File: config.mk
export PLATFORM = sky130hd
export DESIGN_NAME = hazard_ctrl
export DESIGN_NICKNAME = d
export VERILOG_FILES = /design/src/rtl/hazard_pkg.sv /design/src/rtl/hazard_mc_fsm.sv /design/src/rtl/hazard_ctrl.sv
export SDC_FILE = /design/constraint.sdc
export NUM_CORES = 1
export LEC_CHECK = 0
export ABC_AREA = 0
export BUFFER_PORTS_ARGS = -buffer_cell sky130_fd_sc_hd__buf_2
export CAP_MARGIN = 20
export CORE_MARGIN = 5
export CORE_UTILIZATION = 39
export CTS_BUF_LIST = sky130_fd_sc_hd__clkbuf_16
export DETAILED_ROUTE_END_ITERATION = 8
export MAX_ROUTING_LAYER = met4
export PLACE_DENSITY_LB_ADDON = 0.3
export SETUP_SLACK_MARGIN = 0.4
export SLEW_MARGIN = 20
export SYNTH_ARGS = -nofsm -noshare
export SYNTH_HDL_FRONTEND = slang
export SYNTH_SLANG_ARGS = --single-unit
File: constraint.sdc
create_clock -name clk -period 1.7 [get_ports clk]
set_input_delay 0.17 -clock clk [delete_from_list [all_inputs] [get_ports clk]]
set_output_delay 0.17 -clock clk [all_outputs]
set_load 0.02 [all_outputs]
File: src/rtl/hazard_pkg.sv
// Shared types for the pipeline hazard controller.
// PC-select encoding, controller FSM states, default register-index width.
package hazard_pkg;

    localparam int DEF_REG_ADDR_W = 5;

    typedef enum logic [1:0] {
        PC_SEQ = 2'd0,
        PC_BR  = 2'd1,
        PC_JMP = 2'd2
    } pc_sel_e;

    typedef enum logic {
        RUN     = 1'b0,
        MC_BUSY = 1'b1
    } hz_state_e;

    // Taken branch or jump in EX; value 3 is treated as sequential.
    function automatic logic is_redirect(input logic [1:0] sel);
        return (sel == PC_BR) || (sel == PC_JMP);
    endfunction

endpackage

File: src/rtl/hazard_mc_fsm.sv
// Multi-cycle EX operation tracker with watchdog.
// Ports: clk_i, rst_i (async high); mc_start_i, mc_done_i pulses;
//   hold_i freezes state/count; busy_o = in MC_BUSY; stall_o = EX held;
//   flush_o = bubble into EX/MEM; timeout_o = sticky watchdog flag.
module hazard_mc_fsm
    import hazard_pkg::*;
#(
    parameter int MC_TIMEOUT = 64
) (
    input  logic clk_i,
    input  logic rst_i,
    input  logic mc_start_i,
    input  logic mc_done_i,
    input  logic hold_i,
    output logic busy_o,
    output logic stall_o,
    output logic flush_o,
    output logic timeout_o
);

    localparam int CNT_W = (MC_TIMEOUT > 2) ? $clog2(MC_TIMEOUT) : 1;
    localparam logic [CNT_W-1:0] CNT_LAST = CNT_W'(MC_TIMEOUT - 1);

    hz_state_e        state_q, state_d;
    logic [CNT_W-1:0] mc_cnt_q, mc_cnt_d;
    logic             timeout_q, timeout_d;

    always_ff @(posedge clk_i or posedge rst_i) begin
        if (rst_i) begin
            state_q   <= RUN;
            mc_cnt_q  <= '0;
            timeout_q <= 1'b0;
        end else begin
            state_q   <= state_d;
            mc_cnt_q  <= mc_cnt_d;
            timeout_q <= timeout_d;
        end
    end

    always_comb begin
        state_d   = state_q;
        mc_cnt_d  = mc_cnt_q;
        timeout_d = timeout_q;
        stall_o   = 1'b0;
        flush_o   = 1'b0;
        unique case (state_q)
            RUN: begin
                // Start and done together means the op finished in one cycle.
                stall_o = mc_start_i && !mc_done_i;
                if (!hold_i && stall_o) begin
                    state_d  = MC_BUSY;
                    mc_cnt_d = '0;
                end
            end
            MC_BUSY: begin
                stall_o = !mc_done_i;
                flush_o = !mc_done_i;
                if (!hold_i) begin
                    if (mc_done_i) begin
                        state_d = RUN;
                    end else if (mc_cnt_q == CNT_LAST) begin
                        timeout_d = 1'b1;
                        state_d   = RUN;
                        mc_cnt_d  = '0;
                    end else begin
                        mc_cnt_d = mc_cnt_q + 1'b1;
                    end
                end
            end
            default: state_d = RUN;
        endcase
    end

    assign busy_o    = (state_q == MC_BUSY);
    assign timeout_o = timeout_q;

endmodule

File: src/rtl/hazard_ctrl.sv
// Pipeline hazard controller: load-use stall, branch kill, MUL/DIV stall,
// data-memory wait freeze. Optional perf counters under HAZARD_PERF_EN.
// Inputs: ID sources/uses, EX load/rd/pc-select/mc_start, mc_done, dmem_wait.
// Outputs: pipeline register enables and flushes, mc_timeout, perf counters.
module hazard_ctrl
    import hazard_pkg::*;
#(
    parameter int REG_ADDR_W = DEF_REG_ADDR_W,
    parameter int LOAD_LAT   = 1,
    parameter int MC_TIMEOUT = 64
) (
    input  logic                  clk,
    input  logic                  rst,
    input  logic [REG_ADDR_W-1:0] rs1_id,
    input  logic [REG_ADDR_W-1:0] rs2_id,
    input  logic                  rs1_used_id,
    input  logic                  rs2_used_id,
    input  logic                  mem_read_ex,
    input  logic [REG_ADDR_W-1:0] rd_ex,
    input  logic [1:0]            if_mux_sel_ex,
    input  logic                  mc_start_ex,
    input  logic                  mc_done,
    input  logic                  dmem_wait,
    output logic                  pc_en,
    output logic                  if_id_en,
    output logic                  id_ex_en,
    output logic                  ex_mem_en,
    output logic                  mem_wb_en,
    output logic                  if_id_flush,
    output logic                  id_ex_flush,
    output logic                  ex_mem_flush,
    output logic                  mc_timeout,
    output logic [31:0]           perf_stall_cnt,
    output logic [31:0]           perf_flush_cnt
);

    logic       match;
    logic       redirect;
    logic       lu_stall;
    logic       lu_hold;
    logic       mc_busy;
    logic       mc_stall;
    logic       mc_flush;
    logic [1:0] ld_cnt_q, ld_cnt_d;

    assign match = mem_read_ex && (rd_ex != '0) &&
                   ((rs1_used_id && (rd_ex == rs1_id)) ||
                    (rs2_used_id && (rd_ex == rs2_id)));

    assign redirect = is_redirect(if_mux_sel_ex);
    assign lu_stall = (!mc_busy && match) || (ld_cnt_q != 2'd0);
    // A redirect fetches the target, so it cancels the front-end hold.
    assign lu_hold  = lu_stall && !redirect;

    always_comb begin
        ld_cnt_d = ld_cnt_q;
        if (!dmem_wait) begin
            if (redirect) begin
                ld_cnt_d = 2'd0;
            end else if (!mc_busy && match) begin
                ld_cnt_d = 2'(LOAD_LAT - 1);
            end else if (ld_cnt_q != 2'd0) begin
                ld_cnt_d = ld_cnt_q - 2'd1;
            end
        end
    end

    always_ff @(posedge clk or posedge rst) begin
        if (rst) begin
            ld_cnt_q <= 2'd0;
        end else begin
            ld_cnt_q <= ld_cnt_d;
        end
    end

    hazard_mc_fsm #(
        .MC_TIMEOUT(MC_TIMEOUT)
    ) u_mc_fsm (
        .clk_i     (clk),
        .rst_i     (rst),
        .mc_start_i(mc_start_ex),
        .mc_done_i (mc_done),
        .hold_i    (dmem_wait),
        .busy_o    (mc_busy),
        .stall_o   (mc_stall),
        .flush_o   (mc_flush),
        .timeout_o (mc_timeout)
    );

    // dmem_wait freezes every stage and suppresses all bubbles.
    always_comb begin
        pc_en        = 1'b0;
        if_id_en     = 1'b0;
        id_ex_en     = 1'b0;
        ex_mem_en    = 1'b0;
        mem_wb_en    = 1'b0;
        if_id_flush  = 1'b0;
        id_ex_flush  = 1'b0;
        ex_mem_flush = 1'b0;
        if (!dmem_wait) begin
            pc_en        = !(lu_hold || mc_stall);
            if_id_en     = !(lu_hold || mc_stall);
            id_ex_en     = !mc_stall;
            ex_mem_en    = 1'b1;
            mem_wb_en    = 1'b1;
            if_id_flush  = redirect;
            id_ex_flush  = redirect || lu_stall;
            ex_mem_flush = mc_flush;
        end
    end

`ifdef HAZARD_PERF_EN
    logic [31:0] stall_cnt_q;
    logic [31:0] flush_cnt_q;

    always_ff @(posedge clk or posedge rst) begin
        if (rst) begin
            stall_cnt_q <= '0;
            flush_cnt_q <= '0;
        end else begin
            if (!pc_en) begin
                stall_cnt_q <= stall_cnt_q + 32'd1;
            end
            if (if_id_flush) begin
                flush_cnt_q <= flush_cnt_q + 32'd1;
            end
        end
    end

    assign perf_stall_cnt = stall_cnt_q;
    assign perf_flush_cnt = flush_cnt_q;
`else
    assign perf_stall_cnt = '0;
    assign perf_flush_cnt = '0;
`endif

endmodule

# After elaboration in Yosys (flattened, before gate mapping)
# Cells that the tools add are included.
# Widths: inputs -> output; s select.
# totals
reg_bits	10
inputBits	25
out_inout_bits	73
wordCells	63
# classes
n_addsub	2
eq_ne	8
muxes	21
bitwise_logic	3
reduce_logical	25
# op_table
cell	count
$mux 6	4
$pmux 6 s2	1
$mux 1	11
$eq 5x5->1	2
$logic_and 1x1->1	8
$add 6x1->6 const B	1
$eq 6x6->1 const B	1
$logic_not 1->1	6
$mux 2	3
$logic_or 1x1->1	5
$reduce_bool 5->1	1
$ne 2x2->1 const B	2
$pmux 1 s2	2
$reduce_and 4->1	1
$not 1->1	3
$reduce_and 3->1	1
$reduce_bool 3->1	1
$eq 2x1->1 const B	1
$eq 2x2->1 const B	1
$ne 2x1->1 const B	1
$reduce_and 2->1	1
$reduce_bool 2->1	1
$sub 2x1->2 const B	1

# Depth between registers and ports, before layout
# Gate-level depths: netlist (run 1).
# logic_depth
depth_word	10
mapped_depth	7

# By module
# From an unflattened synthesis (run 1), not the netlist that was laid out.
# unflattened
cells_unflattened	160
hier_area_um2	1261.2
# modules_own_cells
mod	instances	cells_each	area_each_um2	seq_area_each_um2
hazard_ctrl	1	111	817.0	50.0
hazard_mc_fsm	1	49	444.2	200.2

# Worst setup path before layout (run 1)
# OpenSTA, ideal clock, no wires.
# synth_path
kind	reg2out
start	register u_mc_fsm.state_q, in the netlist u_mc_fsm.busy_o
end	output port pc_en
t_arrival_ns	1.678
setup_slack_ns	-0.148
stages_incl_launch_ff	8
n_path_buf	2
cell_sequence	dfrtp_1 buf_4 nor2_1 nor2_1 nor2_1 nand2_1 o21ai_1 buf_4
# synth_between
elab_chain_len	7
# synth_lines
element	line	rtl
start, declared	hazard_mc_fsm.sv:24	hz_state_e state_q, state_d;
start signal, assigned	hazard_mc_fsm.sv:34	state_q <= state_d;
$logic_not 1->1	hazard_ctrl.sv:51	assign lu_stall = (!mc_busy && match) || (ld_cnt_q != 2'd0);
$logic_and 1x1->1	hazard_ctrl.sv:51	
$logic_or 1x1->1	hazard_ctrl.sv:51	
$logic_and 1x1->1	hazard_ctrl.sv:53	assign lu_hold = lu_stall && !redirect;
$logic_or 1x1->1 *	n/a	
$logic_not 1->1 *	n/a	
$mux 1 *	n/a	
end, declared	hazard_ctrl.sv:24	output logic pc_en,
# Every way passes the cells marked *; elsewhere a longest branch is shown, timed or not.

# Worst setup path after layout (run 1)
# layout_path
start	input port rd_ex[4]
end	output port pc_en
# layout_between
elab_chain_len	10
# layout_lines
element	line	rtl
start, declared	hazard_ctrl.sv:19	input logic [REG_ADDR_W-1:0] rd_ex,
$eq 5x5->1, on equally long branches	hazard_ctrl.sv:47, hazard_ctrl.sv:48	
$logic_and 1x1->1, on equally long branches	hazard_ctrl.sv:47, hazard_ctrl.sv:48	
$logic_or 1x1->1	hazard_ctrl.sv:47	((rs1_used_id && (rd_ex == rs1_id)) ||
$logic_and 1x1->1 *	hazard_ctrl.sv:46	assign match = mem_read_ex && (rd_ex != '0) &&
$logic_and 1x1->1 *	hazard_ctrl.sv:51	
$logic_or 1x1->1 *	hazard_ctrl.sv:51	
$logic_and 1x1->1 *	hazard_ctrl.sv:53	
$logic_or 1x1->1 *	hazard_ctrl.sv:101	pc_en = !(lu_hold || mc_stall);
$logic_not 1->1 *	hazard_ctrl.sv:101	
$mux 1 *	hazard_ctrl.sv:100	if (!dmem_wait) begin
# Marked as above.

==> results of run 1 <==
[logic make-up (layout without fill, tap and decap cells)]
kind of cell,after synthesis,in the layout,share of synthesized area (%)
adder cells (fa/ha/maj),2,2,2.04
AND/OR/NAND/NOR,34,34,13.6
other,1,64,0.306
AO/OA/AOI/OAI,23,23,12.2
multiplexers,1,1,0.920
buffers and inverters,72,54,42.6
flip-flops,10,10,20.4
XOR/XNOR,11,11,7.87
[flip-flops by register name, summed over array words and instances (netlist names)]
name,flops
u_mc_fsm.mc_cnt_q,6
u_mc_fsm.busy_o,1
ld_cnt_q,2
u_mc_fsm.timeout_o,1
[power breakdown]
group | leakage, µW | total [µW] | internal [µW] | switching, µW
Sequential | 0.000133 | 340 | 284 | 56.5
Combinational | 0.000612 | 637 | 266 | 371
Clock | 0.0000385 | 418 | 308 | 110
[metrics by stage]
| step | setup slack, ns | hold slack, ns | util, % | instances |
|---|---|---|---|---|
| floorplan | 0.143 | 0.0102 | - | 217 |
| global placement | 0.0611 | 0.173 | 40.4 | 229 |
| detailed placement | 0.0616 | 0.173 | 40.4 | 229 |
| CTS | 0.118 | 0.227 | 48.7 | 243 |
| global route | 0.0674 | 0.272 | 50.9 | 243 |
| finish | 0.114 | 0.262 | 50.9 | 243 |
[cells in the final DEF, fill, tap and decap left out, drive strengths merged]
cell type,netlist,layout
ha,2,2
a31oi,1,1
xnor2,10,10
nand3,5,5
and2,3,3
nor3b,1,1
a21oi,5,5
o31ai,2,2
nor2,8,8
and3,2,2
clkbuf,0,3
o22ai,1,1
conb,1,64
dlygate4sd3,0,1
dfrtp,10,10
nor3,1,1
buf,67,44
nand2,10,10
inv,5,5
clkinv,0,1
a311o,1,1
xor2,1,1
o32ai,1,1
o21ai,9,9
mux2,1,1
a22o,1,1
nand4,2,2
or4,2,2
o41ai,1,1
o21bai,1,1
[final cells by class]
| cell class | count | area, µm² | area share [%] |
|---|---|---|---|
| multi-input combinational | 135 | 842 | 54.6 |
| sequential | 10 | 250 | 16.2 |
| inverter | 5 | 18.8 | 1.22 |
| tap | 44 | 55.1 | 3.57 |
| timing repair buffer | 45 | 297 | 19.2 |
| clock inverter | 1 | 3.75 | 0.244 |
| clock buffer | 3 | 75.1 | 4.87 |
[worst reg2reg max path, delay by kind of cell, from the launching register on]
kind                   cells  cell delay (ns)
AND/OR/NAND/NOR            1             0.05
AO/OA/AOI/OAI              2             0.31
multiplexers               1             0.26
buffers and inverters      2             0.29
flip-flops                 1             0.39
[per-layer routing]
layer	track usage, %	up-vias	wire [µm]
met2	21.5	48	1590
met5	-	-	0
li1	-	475	-
met3	2.89	3	248
met1	12.7	474	994
met4	3.55	0	24
[worst max path at each step]
stage / from / to
after floorplan: rd_ex[1] / pc_en
after global placement: rd_ex[1] / pc_en
after detailed placement: rd_ex[1] / pc_en
after CTS: u_mc_fsm.busy_o / if_id_en
after global routing: rd_ex[4] / pc_en
final: rd_ex[4] / pc_en
[what timing repair did]
action | in CTS | in global routing
setup buffers | 9 | 0
gates resized for setup | 24 | 18
hold endpoints to repair | 10 | 0
endpoints found under the setup margin | 8 | 12
hold buffers | 1 | 0
pin swaps | 14 | 8
==> results.md, run 1 <==
* Setup crit end kind: output port
* Status: complete, no violations
* Post-route cell area at 1540 µm²
* LEAKAGE at 0.000784 µW
* Post-DP Area at 1220 µm²
* Tot Pwr at 1400 µW
* Top FF cell, synth: dfrtp_1
* First-pass GRT wire length at 3830 µm
* HP Class: in2reg
* Drt drc at 0
* Post-Syn Instances at 154
* Global route overflow at 0
* Area leader, netlist: buf_4
* CTS tree: yes
* Hold Path Stages at 3
* Via/cell ratio at 4.12
* Drt wl/cell at 11.8 µm
* Crit path max-delay family: simple AND/OR/NAND/NOR gates
* Hold Crit Endpoint: u_mc_fsm.busy_o
* Synth cell types at 29
* CP peak stage delay at 0.53 ns
* Post-synth EDFFs at 0
* Worst Path Arrival at 1.42 ns
* Fraction of layout instances using a drive strength above 1 at 39.7%
* Gpl congestion at 0.795
* Unrepaired setup endpoints after global routing: yes
* Die span in y at 66.0 µm
* Clock root cell: clkbuf_16
* Antenna Nets Post-Route at 0
* Min Tclk post-route at 1.59 ns
* Antenna violations before repair at 0
* Flop-to-flop setup slack at 0.28 ns
* Synth-to-layout area growth at 26.0%
* Average size of a mapped cell at 7.95 µm²
* DP Wirelength at 2040 µm
* Fill count at 295
* Clock sink total at 10
* PD cells at 905 nW/µm²
* Setup violators final at 0
* Number of buffers and inverters on the critical path at 2
* Max-cap viol count at 0
* Area contributors post-synth: buf_4, dfrtp_1, xnor2_1
* Setup TNS at 0 ns
* Syn. warnings at 0
* CP required at 1.53 ns
* IO Port Bufs at 33
* Rows at 20
* Top post-synthesis cells by count: buf_4, dfrtp_1, nand2_1, xnor2_1, nor2_1
* Achievable Freq at 630 MHz
* Crit. path cell count at 7
* Routed vias at 1000
* Maximum clock path buffer count at 2
* Seq/Total Area, Yosys at 20.4%
* Synth async-reset ratio at 100%
* Core ar. at 3030 µm²
* R2r endpoint: u_mc_fsm.mc_cnt_q[2]
* Nets at 227
* DIE AREA at 4360 µm²
* Max-slew violation count at 0
* Vias in the first global route at 862
* Crit start category: input port
* Fin Clk Skew at 0.00196 ns
* Pin count of the biggest net entering global routing at 11
* Reg2reg start: u_mc_fsm.busy_o
* Cts bufs inserted at 3
* Starting DRT DRC Count at 17
* CP Cell Sequence: buf_8 -> or4_4 -> nor2_4 -> nor3b_2 -> and2_4 -> o21ai_4 -> buf_6
* Tcrit/Tclk final at 93.3%
* Clk_lat worst skew at 0.24 ns
* Mapped cell area at 1220 µm²
* Hold Startpoint: mc_start_ex
* IO Count at 98
* TritonRoute pass-1 iters at 4
* Worst IR Drop VDD at 0.650 mV
* CP Class: in2out
* GR Util All Layers at 11.9%
* R2R depth at 6
* H-tree lvl count at 1
* Peak fanout along the critical path at 3
* Number of synthesized register bits at 10
* Most frequent cell after synthesis: buf_4
* Worst-path clk slew at 0.04 ns
* Initial Util at 40.4%
* Slowest cell on crit path: or4_4
* Final hold violation count at 0
* Total wire length at 2860 µm
* Yosys top cell area share at 41.1%
* Antenna cell count at 0
* Die W at 66.0 µm
(Power assumes the default switching activity.)
==> inputs of run 2 (changes only) <==
--- a/config.mk
+++ b/config.mk
@@ -9,7 +9,7 @@
 export BUFFER_PORTS_ARGS = -buffer_cell sky130_fd_sc_hd__buf_2
 export CAP_MARGIN = 20
 export CORE_MARGIN = 5
-export CORE_UTILIZATION = 39
+export CORE_UTILIZATION = 40
 export CTS_BUF_LIST = sky130_fd_sc_hd__clkbuf_16
 export DETAILED_ROUTE_END_ITERATION = 8
 export MAX_ROUTING_LAYER = met4
@@ -18,4 +18,5 @@
 export SLEW_MARGIN = 20
 export SYNTH_ARGS = -nofsm -noshare
 export SYNTH_HDL_FRONTEND = slang
+export SYNTH_HIERARCHICAL = 1
 export SYNTH_SLANG_ARGS = --single-unit
==> constraint.sdc (replaced) <==
create_clock -name clk -period 1.5 [get_ports clk]
set_input_delay 0.15 -clock clk [delete_from_list [all_inputs] [get_ports clk]]
set_output_delay 0.15 -clock clk [all_outputs]
set_load 0.02 [all_outputs]
==> results.md, run 2 <==
* Status: complete, no violations (unchanged)
* Drt wl/cell at 11.0 µm (was 11.8 µm)
* Syn. warnings at 6 (was 0)
* Complex-gate fraction of the synthesized area at 9.62% (was 12.2%)
* Flop-to-flop setup slack at 0.08 ns (was 0.28 ns)
* CP required at 1.35 ns (was 1.53 ns)
* PD cells at 1090 nW/µm² (was 905 nW/µm²)
* Biggest regs: u_mc_fsm/mc_cnt_q: 6 flops, ld_cnt_q: 2 flops (was u_mc_fsm.mc_cnt_q: 6 flops, ld_cnt_q: 2 flops)
* Grt met2 use at 17.1% (was 21.5%)
* Clock root cell: clkbuf_16 (unchanged)
* Maximum clock path buffer count at 2 (unchanged)
* Most frequent cells in the layout: conb_1, buf_2, buf_4 (was conb_1, buf_2, dfrtp_1, buf_4, xnor2_1)
* Rows at 20 (unchanged)
* R2R depth at 6 (unchanged)
* H-tree lvl count at 1 (unchanged)
* Reg2reg start: u_mc_fsm/busy_o (was u_mc_fsm.busy_o)
* Die span in y at 66.2 µm (was 66.0 µm)
* CP Class: reg2out (was in2out)
* Number of synthesized register bits at 10 (unchanged)
* Main combinational cell family by area after synthesis: buffers and inverters (unchanged)
* Antenna Nets Post-Route at 0 (unchanged)
* Worst IR Drop VDD at 0.460 mV (was 0.650 mV)
* Mapped cell area at 1260 µm² (was 1220 µm²)
* Hold Path Stages at 3 (unchanged)
* Top reg by flops: u_mc_fsm/mc_cnt_q (was u_mc_fsm.mc_cnt_q)
* Tot Pwr at 1800 µW (was 1400 µW)
* Synth async-reset ratio at 100% (unchanged)
* Synth-to-layout area growth at 31.0% (was 26.0%)
* Unrepaired setup endpoints after global routing: yes (unchanged)
* Xor and xnor fraction of the mapped netlist area at 7.64% (was 7.87%)
* Fin util at 54.5% (was 50.9%)
* Final hold violation count at 0 (unchanged)
* Pre-CTS setup slack at -0.0521 ns (was 0.0616 ns)
* IO Port Bufs at 33 (unchanged)
* Max reg flops at 6 (unchanged)
* Peak fanout along the critical path at 3 (unchanged)
* Mux cell area share after synthesis at 0.794% (was 0.920%)
* Post-synth EDFFs at 0 (unchanged)
* Cts bufs inserted at 3 (unchanged)
* Area leader, netlist: buf_4 (unchanged)
* Via/cell ratio at 4.08 (was 4.12)
* First-pass GRT wire length at 3730 µm (was 3830 µm)
* TritonRoute pass-1 iters at 4 (unchanged)
* DIE AREA at 4380 µm² (was 4360 µm²)
* Drt drc at 0 (unchanged)
* Gr busiest metal: met2 (unchanged)
* Fin Clk Skew at 0.00360 ns (was 0.00196 ns)
* Max-slew violation count at 0 (unchanged)
* Total wire length at 2810 µm (was 2860 µm)
* Leading cell type in the layout, fill and taps excluded: conb_1 (unchanged)
* IO Count at 98 (unchanged)
* Yosys top cell area share at 39.3% (was 41.1%)
* GR Util All Layers at 11.1% (was 11.9%)
* Pin count of the biggest net entering global routing at 12 (was 11)
* Clk_lat worst skew at 0.23 ns (was 0.24 ns)
* Simple-gate share of the synthesized area at 18.1% (was 13.6%)
* Achievable Freq at 669 MHz
* Antenna cell count at 0 (unchanged)
* Average size of a mapped cell at 7.88 µm² (was 7.95 µm²)
* Top FF cell, synth: dfrtp_1 (unchanged)
* Area contributors post-synth: buf_4, dfrtp_1, xnor2_1 (unchanged)
* Global route overflow at 0 (unchanged)
* CP peak stage delay at 0.40 ns (was 0.53 ns)
* Worst-path clk slew at 0.04 ns (about the same)
* Seq/Total Area, Yosys at 19.8% (was 20.4%)
* Die W at 66.2 µm (was 66.0 µm)
* CP Cell Sequence: nor3b_2 -> nand2_2 -> a31o_4 -> buf_6 (was buf_8 -> or4_4 -> nor2_4 -> nor3b_2 -> and2_4 -> o21ai_4 -> buf_6)
* Setup ws final at 0.00606 ns (was 0.114 ns)
* Grt met1 use at 14.1% (was 12.7%)
* DP Wirelength at 2060 µm (was 2040 µm)
* LEAKAGE at 0.000839 µW (was 0.000784 µW)
* Slowest cell on crit path: dfrtp_1 (was or4_4)
* Hold Crit Endpoint: u_mc_fsm/busy_o (was u_mc_fsm.busy_o)
* Most frequent cell after synthesis: buf_4 (unchanged)
* Tcrit/Tclk final at 99.6%
* Adder-cell share of the synthesized area at 1.98% (was 2.04%)
* Hold Startpoint: mc_start_ex (unchanged)
* R2r endpoint: ld_cnt_q[1] (was u_mc_fsm.mc_cnt_q[2])
* Min Tclk post-route at 1.49 ns
* Starting DRT DRC Count at 25 (was 17)
* Post-Syn Instances at 160 (was 154)
* Synth cell types at 31 (was 29)
* Initial Util at 41.7% (was 40.4%)
* Routed vias at 1045 (was 1000)
* Top post-synthesis cells by count: buf_4, nand2_1, xnor2_1 (was buf_4, dfrtp_1, nand2_1, xnor2_1, nor2_1)
* HP Class: in2reg (unchanged)
* CP startpoint: u_mc_fsm/busy_o (was rd_ex[4])
* Antenna violations before repair at 0 (unchanged)
* Clock sink total at 10 (unchanged)
* Core ar. at 3030 µm² (unchanged)
* Fraction of layout instances using a drive strength above 1 at 39.2% (was 39.7%)
* Vias in the first global route at 855 (was 862)
* Worst Path Arrival at 1.34 ns (was 1.42 ns)
* Max-cap viol count at 0 (unchanged)
* CTS tree: yes (unchanged)
* Gpl congestion at 0.768 (was 0.795)
* Crit start category: flop (was input port)
* Setup violators final at 0 (unchanged)
* Setup crit end kind: output port (unchanged)
* Grt met3 use at 2.21% (was 2.89%)
* Nets at 240 (was 227)
[run 2: changes by cell type after synthesis, sizes merged, moves of 2 or more]
cell    delta
a21oi      -5
and2       -3
nor3       +2
nand2      +6
a31o       +2
a31oi      +2
o21ai      -3
o31ai      -2
nand4b     +2
a22o       +2
[run 2: worst max-delay path by stage]
stage / slack, ns / cells past startpoint / to
after floorplan: 0.09 / 6 / pc_en
after global placement: -0.04 / 8 / if_id_en
after detailed placement: -0.05 / 7 / if_id_en
after CTS: 0.01 / 7 / if_id_en
after global routing: -0.05 / 4 / if_id_en
final: 0.006 / 4 / if_id_en
[run 2: repair_timing]
| action | in CTS | in global routing |
|---|---|---|
| setup endpoints to repair | 14 | 15 |
| hold endpoints to repair | 10 | 0 |
| setup buffers | 10 | 3 |
| pin swaps | 7 | 12 |
| hold buffers | 1 | 0 |
| resized for setup | 19 | 22 |
[run 2: cell type report]
| cell class | count | area (µm²) |
|---|---|---|
| clock buffer | 3 | 75.1 |
| clock inverter | 1 | 3.75 |
| fill | 272 | 1380 |
| inverter | 6 | 27.5 |
| multi-input combinational | 139 | 847 |
| sequential | 10 | 250 |
| tap | 44 | 55.1 |
| timing repair buffer | 53 | 393 |
[run 2: kinds of logic (layout without fill, tap and decap cells)]
family | after synthesis | in the layout
compound gates | 16 | 16
xor+xnor | 11 | 11
fa+ha+maj | 2 | 2
buf+inv | 74 | 63
flops | 10 | 10
mux | 1 | 1
other cells | 1 | 64
simple gates | 45 | 45
[run 2: report_power, final]
part           internal (µW)  switching, µW  leakage (µW)
sequential               365            131      0.000126
combinational            371            468      0.000674
clock                    349            115     0.0000385
total                   1080            714      0.000839
[run 2: worst max-delay path, delay by kind of cell, from the launching register on]
family | cells | cell delay [ns]
compound gates | 1 | 0.24
simple gates | 2 | 0.34
buf+inv | 1 | 0.13
flops | 1 | 0.40
[run 2: routing by layer]
metal	routed length (µm)	up-vias
met5	0	-
met4	25	0
met3	392	2
met2	1300	70
met1	1100	472
li1	-	501
[run 2: through the flow]
step                      TNS, ns  instance area, µm²  instances  hold WS (ns)
after detailed placement   -0.105                1310        238        0.0206
after floorplan                 0                1560        223        -0.109
final                           0                1650        256         0.204
after global placement    -0.0860                1310        238        0.0192
after global routing      -0.0944                1650        256         0.215
after CTS                       0                1530        253         0.198
